--- src/rtl/muldiv_sequencer.sv ---
// RV32 M-extension sequencer: fixed-latency multiply and iterative restoring divide
// with BUSY stall, FLUSH abort and a registered one-cycle DONE pulse.
module muldiv_sequencer #(
   parameter int unsigned XLEN        = 32,
   parameter int unsigned MUL_LATENCY = 2
) (
   input  logic            CLK,
   input  logic            RESET,
   input  logic            START,
   input  logic [2:0]      FUNCT3,
   input  logic [XLEN-1:0] DATA1,
   input  logic [XLEN-1:0] DATA2,
   input  logic            FLUSH,
   output logic            BUSY,
   output logic            DONE,
   output logic [XLEN-1:0] RESULT
);

   typedef enum logic [1:0] {S_IDLE, S_MUL, S_DIV, S_FIX} state_t;

   localparam int unsigned CNT_MAX = (XLEN > MUL_LATENCY) ? XLEN : MUL_LATENCY;
   localparam int unsigned CNT_W   = $clog2(CNT_MAX + 1);
   localparam logic [CNT_W-1:0] DIV_CNT = CNT_W'(XLEN - 2);
   localparam logic [CNT_W-1:0] MUL_CNT = CNT_W'((MUL_LATENCY > 1) ? MUL_LATENCY - 2 : 0);
   localparam logic [XLEN-1:0]  MIN_NEG = {1'b1, {(XLEN-1){1'b0}}};

   state_t            r_state, w_state_nxt;
   logic [CNT_W-1:0]  r_cnt;
   logic [1:0]        r_fn;
   logic [XLEN-1:0]   r_op1, r_op2;
   logic [XLEN-1:0]   r_rem, r_quo, r_dvs;
   logic              r_neg_q, r_neg_r, r_special;
   logic              r_done;
   logic [XLEN-1:0]   r_result;

   logic              w_accept, w_done_nxt, w_res_load;
   logic [XLEN-1:0]   w_res_nxt;

   // multiply datapath (operands come straight from the ports only for single-cycle latency)
   logic [1:0]        w_fn;
   logic [XLEN-1:0]   w_ma, w_mb;
   logic              w_sa, w_sb;
   logic [2*XLEN-1:0] w_ext_a, w_ext_b, w_prod;
   logic [XLEN-1:0]   w_mul_res;

   assign w_fn      = (r_state == S_IDLE) ? FUNCT3[1:0] : r_fn;
   assign w_ma      = (r_state == S_IDLE) ? DATA1 : r_op1;
   assign w_mb      = (r_state == S_IDLE) ? DATA2 : r_op2;
   assign w_sa      = (w_fn != 2'b11);
   assign w_sb      = ~w_fn[1];
   assign w_ext_a   = {{XLEN{w_sa & w_ma[XLEN-1]}}, w_ma};
   assign w_ext_b   = {{XLEN{w_sb & w_mb[XLEN-1]}}, w_mb};
   assign w_prod    = w_ext_a * w_ext_b;
   assign w_mul_res = (w_fn == 2'b00) ? w_prod[XLEN-1:0] : w_prod[2*XLEN-1:XLEN];

   // divide operand conditioning and special-case detection at accept
   logic              w_d_signed, w_a_neg, w_b_neg, w_div0, w_ovf, w_special;
   logic [XLEN-1:0]   w_a_mag, w_b_mag, w_spec_res;

   assign w_d_signed = ~FUNCT3[0];
   assign w_a_neg    = w_d_signed & DATA1[XLEN-1];
   assign w_b_neg    = w_d_signed & DATA2[XLEN-1];
   assign w_a_mag    = w_a_neg ? -DATA1 : DATA1;
   assign w_b_mag    = w_b_neg ? -DATA2 : DATA2;
   assign w_div0     = (DATA2 == '0);
   assign w_ovf      = w_d_signed & (DATA1 == MIN_NEG) & (DATA2 == '1);
   assign w_special  = FUNCT3[2] & (w_div0 | w_ovf);
   assign w_spec_res = FUNCT3[1] ? (w_div0 ? DATA1 : '0) : (w_div0 ? '1 : DATA1);

   // One restoring step; the first of the XLEN steps runs on the accept edge
   // so that DIV needs only XLEN-1 further cycles before FIX.
   logic [XLEN-1:0]   w_src_rem, w_src_quo, w_src_dvs;
   logic [XLEN:0]     w_shift, w_trial;
   logic [XLEN-1:0]   w_step_rem, w_step_quo;

   assign w_src_rem  = (r_state == S_IDLE) ? '0 : r_rem;
   assign w_src_quo  = (r_state == S_IDLE) ? w_a_mag : r_quo;
   assign w_src_dvs  = (r_state == S_IDLE) ? w_b_mag : r_dvs;
   assign w_shift    = {w_src_rem, w_src_quo[XLEN-1]};
   assign w_trial    = w_shift - {1'b0, w_src_dvs};
   assign w_step_rem = w_trial[XLEN] ? w_shift[XLEN-1:0] : w_trial[XLEN-1:0];
   assign w_step_quo = {w_src_quo[XLEN-2:0], ~w_trial[XLEN]};

   logic [XLEN-1:0]   w_q_fix, w_r_fix, w_fix_res;

   assign w_q_fix   = r_neg_q ? -r_quo : r_quo;
   assign w_r_fix   = r_neg_r ? -r_rem : r_rem;
   assign w_fix_res = r_special ? r_quo : (r_fn[1] ? w_r_fix : w_q_fix);

   assign w_accept  = START & ~FLUSH & (r_state == S_IDLE);

   always_comb begin
      w_state_nxt = r_state;
      w_done_nxt  = 1'b0;
      w_res_load  = 1'b0;
      w_res_nxt   = w_mul_res;
      case (r_state)
         S_IDLE: begin
            if (w_accept) begin
               if (FUNCT3[2]) begin
                  w_state_nxt = w_special ? S_FIX : S_DIV;
               end else if (MUL_LATENCY == 1) begin
                  w_done_nxt = 1'b1;
                  w_res_load = 1'b1;
               end else begin
                  w_state_nxt = S_MUL;
               end
            end
         end
         S_MUL: begin
            if (FLUSH) begin
               w_state_nxt = S_IDLE;
            end else if (r_cnt == '0) begin
               w_state_nxt = S_IDLE;
               w_done_nxt  = 1'b1;
               w_res_load  = 1'b1;
            end
         end
         S_DIV: begin
            if (FLUSH) begin
               w_state_nxt = S_IDLE;
            end else if (r_cnt == '0) begin
               w_state_nxt = S_FIX;
            end
         end
         S_FIX: begin
            w_state_nxt = S_IDLE;
            if (!FLUSH) begin
               w_done_nxt = 1'b1;
               w_res_load = 1'b1;
               w_res_nxt  = w_fix_res;
            end
         end
         default: w_state_nxt = S_IDLE;
      endcase
   end

   always_ff @(posedge CLK or negedge RESET) begin
      if (!RESET) begin
         r_state <= S_IDLE;
      end else begin
         r_state <= w_state_nxt;
      end
   end

   always_ff @(posedge CLK or negedge RESET) begin
      if (!RESET) begin
         r_done   <= 1'b0;
         r_result <= '0;
      end else begin
         r_done <= w_done_nxt;
         if (w_res_load) begin
            r_result <= w_res_nxt;
         end
      end
   end

   always_ff @(posedge CLK or negedge RESET) begin
      if (!RESET) begin
         r_cnt     <= '0;
         r_fn      <= '0;
         r_op1     <= '0;
         r_op2     <= '0;
         r_rem     <= '0;
         r_quo     <= '0;
         r_dvs     <= '0;
         r_neg_q   <= 1'b0;
         r_neg_r   <= 1'b0;
         r_special <= 1'b0;
      end else if (w_accept) begin
         r_fn      <= FUNCT3[1:0];
         r_op1     <= DATA1;
         r_op2     <= DATA2;
         r_dvs     <= w_b_mag;
         r_neg_q   <= w_a_neg ^ w_b_neg;
         r_neg_r   <= w_a_neg;
         r_special <= w_special;
         r_cnt     <= FUNCT3[2] ? DIV_CNT : MUL_CNT;
         if (w_special) begin
            r_rem <= '0;
            r_quo <= w_spec_res;
         end else begin
            r_rem <= w_step_rem;
            r_quo <= w_step_quo;
         end
      end else if (r_state == S_DIV && !FLUSH) begin
         r_rem <= w_step_rem;
         r_quo <= w_step_quo;
         if (r_cnt != '0) begin
            r_cnt <= r_cnt - 1'b1;
         end
      end else if (r_state == S_MUL && !FLUSH && r_cnt != '0) begin
         r_cnt <= r_cnt - 1'b1;
      end
   end

   assign BUSY   = (r_state != S_IDLE);
   assign DONE   = r_done;
   assign RESULT = r_result;

endmodule
--- config.mk ---
export PLATFORM = sky130hd
export DESIGN_NAME = muldiv_sequencer
export DESIGN_NICKNAME = d
export VERILOG_FILES = /design/src/rtl/muldiv_sequencer.sv
export SDC_FILE = /design/constraint.sdc
export NUM_CORES = 2
export LEC_CHECK = 0
export CAP_MARGIN = 20
export CORE_ASPECT_RATIO = 0.9
export CORE_MARGIN = 3
export CORE_UTILIZATION = 41
export CTS_CLUSTER_SIZE = 28
export DETAILED_ROUTE_END_ITERATION = 7
export GPL_ROUTABILITY_DRIVEN = 1
export GPL_TIMING_DRIVEN = 0
export SLEW_MARGIN = 5
export SYNTH_ARGS = -nofsm -noshare
export SYNTH_HDL_FRONTEND = slang
export SYNTH_SLANG_ARGS = --single-unit
--- constraint.sdc ---
create_clock -name CLK -period 25.9 [get_ports CLK]
set_input_delay 5.18 -clock CLK [delete_from_list [all_inputs] [get_ports CLK]]
set_output_delay 5.18 -clock CLK [all_outputs]
set_load 0.01 [all_outputs]
* After elaboration in Yosys (flattened, before gate mapping)
Cells that the tools add are included.
Storage, ports and cells: flip-flop bits (word level) 206, bits of input ports 71, output and inout port bits 34, word-level logic and storage cells 101
Operators by class: add/subtract/negate cells 6, mux-type cells 42, reduce and logical (&&, ||, !) cells 14, bitwise operators 15, equality and inequality tests 10, multipliers 1
Operators with widths (number):
- $mux W32 | 24
- $neg A32 Y32 | 4
- $eq A32 B32 Y1 const B | 2
- $mul A33 B33 Y64 | 1
- $sub A33 B32 Y33 | 1
- $logic_not A32 Y1 | 1
- $mux W6 | 4
- $mux W2 | 7
- $and A1 B1 Y1 | 9
- $pmux W2 S4 | 1
- $logic_not A6 Y1 | 1
- $ne A3 B3 Y1 const B | 2
- $reduce_bool A6 Y1 | 1
- $sub A6 B1 Y6 const B | 1
- $mux W5 | 1
- $eq A2 B2 Y1 const B | 2
- $logic_not A2 Y1 | 2
- $mux W1 | 4
- $ne A2 B2 Y1 const B | 2
- $not A1 Y1 | 4
- $reduce_bool A2 Y1 | 2
- $logic_and A1 B1 Y1 | 3
- $ne A3 B2 Y1 const B | 1
- $reduce_and A3 Y1 | 1
- 7 further kinds | 7

* Logic depth before layout (Yosys ltp)
word-level depth 9, mapped depth 37, gate-level depth less buffers 32

* Least setup slack after synthesis
OpenSTA, ideal clock, no wires.
path type input -> register, start input port DATA1[31], end register r_result[26], in the netlist RESULT[26], arrival time 13.403 ns, stages 31, slack 12.394 ns, setup time 0.104 ns, path buffers 2, required time 25.796 ns, cell sequence nand2_1 -> nand2_1 -> and3_1 -> clkbuf_1 -> clkbuf_1 -> nand2_1 -> inv_1 -> fa_1 -> inv_1 -> fa_1 -> inv_1 -> fa_1 -> inv_1 -> fa_1 -> inv_1 -> fa_1 -> fa_1 -> fa_1 -> inv_1 -> fa_1 -> inv_1 -> ha_1 -> or2_2 -> a21oi_1 -> o21bai_1 -> o41ai_1 -> a31o_2 -> a31oi_1 -> o21ai_0 -> xnor2_1 -> a221oi_1
Between the ends: longest elaborated chain between the ends 6
Ends and longest elaborated chain:
- from (decl) | line 11 | input logic [XLEN-1:0] DATA1,
- $mux W32 * | line 47 | assign w_ma = (r_state == S_IDLE) ? DATA1 : r_op1;
- $and A1 B1 Y1 | line 51 | assign w_ext_a = {{XLEN{w_sa & w_ma[XLEN-1]}}, w_ma};
- $mul A33 B33 Y64 * | line 53 | assign w_prod = w_ext_a * w_ext_b;
- $mux W32 * | line 54 | assign w_mul_res = (w_fn == 2'b00) ? w_prod[XLEN-1:0] : w_prod[2*XLEN-1:XLEN];
- $mux W32 | line 128 | if (!FLUSH) begin
- $mux W32 * | line 97 | case (r_state)
- to (signal assigned) | line 153 | r_result <= w_res_nxt;
- to (decl) | line 34 | logic [XLEN-1:0] r_result;
Mark *: on every way between the ends. The rest lies on a longest branch, timed or not. A chain may end at the register's enable or synchronous reset.

* Final worst setup path
Same ends and word-level chain as after synthesis.

==> summary.txt <==
Route
  – DR pass1 iterations: 6
  – Total Routed Length: 230000 um
  – Antenna Nets Post-Route: 0
  – Avg WL per Cell: 28.3 um
  – Metal1 wirelength: 94600 um
  – WL met3: 33000 um
  – DRC Markers: 0
  – Via density: 5.72
  – 1st-iter DRT viols: 5358
  – Top Layer Used: met5
  – DR vias: 46345
  – Met2 routed WL: 91000 um

Die
  – Die ar.: 132000 um2
  – I/O pin count: 105
  – Num rows: 123
  – Die height: 345 um
  – Core footprint: 126000 um2
  – Initial core utilization: 41.6%
  – DIE WIDTH: 383 um

GRT
  – Vias in the first global route: 46251
  – Grt ovf: 0
  – GRT Total Usage: 34.7%
  – Antenna violations before repair: 26
  – First-pass GRT wire length: 330000 um
  – Largest net degree at the start of global routing: 104

Final layout
  – Most common library cell in the layout ignoring fill and taps: nand2_1
  – Register area: 5130 um2
  – Ratio of cells with drive above 1 in the final layout: 2.14%
  – Area taken by multi-input logic gates: 41800 um2
  – Fill count: 12772
  – Syn-to-layout area delta: 7.96%
  – # nets final: 7839
  – Highest-count cells in the layout ignoring fill and taps: nand2_1, inv_1, fa_1, nor2_1, clkbuf_1

Clock tree
  – H-tree depth: 1
  – Clk buf depth: 3
  – Root Buffer: clkbuf_16
  – CTS tree: built
  – Clock-pin transition on the worst setup and hold timing paths: 0.07 ns
  – Resize count post-CTS: 0
  – Clock sinks: 205
  – Num CTS Buffers: 23
  – Setup Buffers After CTS: 0
  – CTS Hold Bufs: 0
  – Later-pin clock latency in the skew report: 0.56 ns

Hold path
  – HP Start: r_op2[25]
  – WHS Path Cells: 2
  – Hold Path End: r_op2[25]
  – Worst hold path type: reg2reg

Synthesis
  – Synth Area in XOR/XNOR: 3.11%
  – Register area share after synthesis: 9.79%
  – Syn. warnings: 0
  – Mean Syn Cell Area: 8.38 um2
  – Post-Syn Area: 52400 um2
  – Syn Inst Count: 6257
  – Post-synthesis cell type count: 83
  – Fraction of synthesized area in multiplexers: 1.21%
  – Post-synth EDFFs: 0
  – Ys flop type: dfrtp_1
  – Synth Area in Compound Gates: 9.60%
  – Synth Area in Adders: 49.0%
  – Syn nets: 7705
  – Simple-Gate Fraction of Synth Area: 16.7%
  – Post-synth ARST share: 100%
  – Largest family of logic cells by synthesized area: adder cells
  – Yosys reg bits: 205

Setup path
  – Worst R2R Start: r_state[1]
  – Startpoint Class: input port
  – Critical R2R Capture: RESULT[26]
  – CP endpoint kind: register
  – Worst endpoint data arrival time: 17.36 ns
  – Worst path required time: 26.35 ns
  – Worst Reg-to-Reg Cells: 33
  – R2R setup slack: 12.22 ns
  – Crit-path max FO: 11
  – Crit path largest cell delay: 0.92 ns
  – Critical path class: in2reg
  – Most used cell, CP: fa_1
  – Critical path's slowest cell: fa_1

Outcome
  – Status: completed

STA
  – Clk_skew: 0.0108 ns
  – RSZ-0062 raised after global routing: false
  – Slew headroom: 18.2%
  – Final hold vios: 0
  – Slew Viols, Final: 0
  – Slew @ Worst Pin: 1.23 ns
  – Tcrit/Tclk final: 65.3%
  – Post-route setup TNS: 0 ns
  – Minimum clock period: 16.91 ns
  – Final setup fails: 0
  – F_max: 59.1 MHz

Placement
  – IO Port Bufs: 74
  – Final HPWL DP: 194000 um
  – Routability congestion estimate: 1.04

Run
  – Max Cap Viol: 0
[stage by stage]
step / std cells / instance area, um2 / setup slack (ns) / hold WS, ns / util (%)
2_1_floorplan: 6257 / 52400 / 12.39 / 0.445 / -
3_3_place_gp: 8018 / 55300 / 8.54 / 0.458 / 43.9
3_5_place_dp: 8048 / 55700 / 8.53 / 0.463 / 44.2
4_1_cts: 8090 / 56500 / 9.03 / 0.480 / 44.9
5_1_grt: 8100 / 56600 / 8.56 / 0.503 / 44.9
6_report: 8106 / 56600 / 8.99 / 0.480 / 45.0
[registers in the layout, summed over array words and instances, names as in the netlist]
name	count
DONE	1
RESULT	32
r_cnt	6
r_dvs	31
r_fn	2
r_neg_q	1
r_neg_r	1
r_op1	32
r_op2	32
r_quo	32
r_rem	32
r_special	1
r_state	2
[cells by family (layout without fill, tap and decap cells)]
family,count (synthesis),in the layout
other,0,11
adder cells (fa/ha/maj),1377,1377
multiplexers,63,63
AND/OR/NAND/NOR,2137,2137
AO/OA/AOI/OAI,808,808
XOR/XNOR,186,186
buffers and inverters,1481,1632
flip-flops,205,205
[cell usage after synthesis, drive strengths merged (17+ instances only)]
library cell | count | area, um2
fa | 1126 | 22500
o21a | 19 | 143
and2 | 54 | 338
clkbuf | 318 | 1200
a221oi | 20 | 181
nand3 | 50 | 255
o221ai | 23 | 201
ha | 251 | 3140
dfrtp | 205 | 5130
nand4 | 21 | 131
or3 | 22 | 148
a21oi | 233 | 1170
nor3 | 38 | 190
mux2i | 60 | 601
inv | 1130 | 4240
buf | 31 | 140
a211oi | 17 | 128
nor4 | 19 | 134
a31oi | 24 | 150
o31ai | 35 | 263
xor2 | 73 | 639
nand2 | 1295 | 4860
o41ai | 19 | 200
xnor2 | 113 | 990
o22ai | 31 | 194
nor2 | 552 | 2070
nor2b | 23 | 144
a21o | 45 | 338
o21ai | 242 | 1220
[worst max-delay path: cells and delay by family]
family	cells	cell delay [ns]
adders and majority gates	9	5.01
buffers and inverters	10	3.59
xor gates and xnor gates	1	0.21
and+or+nand+nor	5	1.59
AOI/OAI and AO/OA	7	1.73
[worst max-delay path by stage]
stage / startpoint / end
4_1_cts: DATA1[31] / RESULT[26]
3_5_place_dp: DATA1[31] / RESULT[26]
3_3_place_gp: DATA1[31] / RESULT[26]
2_1_floorplan: DATA1[31] / RESULT[26]
6_report: DATA1[31] / RESULT[26]
5_1_grt: DATA1[31] / RESULT[26]
[routing by layer]
layer	vias to the layer above	GRT usage [%]
met5	-	0
met4	10	13.0
met3	485	13.1
met2	2743	47.3
met1	23677	49.5
li1	19430	-
[final cells by class]
class	instances	area share, %
tap	1687	3.73
timing repair buffer	109	1.99
buffer	349	2.36
clock inverter	16	0.387
clock buffer	26	1.09
inverter	1132	7.51
antenna	11	0.0486
sequential	205	9.06
multi-input combinational	4571	73.8
Power is left out: the tool's default activity adds up to more than one toggle a clock period on the data nets, which glitch-free logic cannot reach.
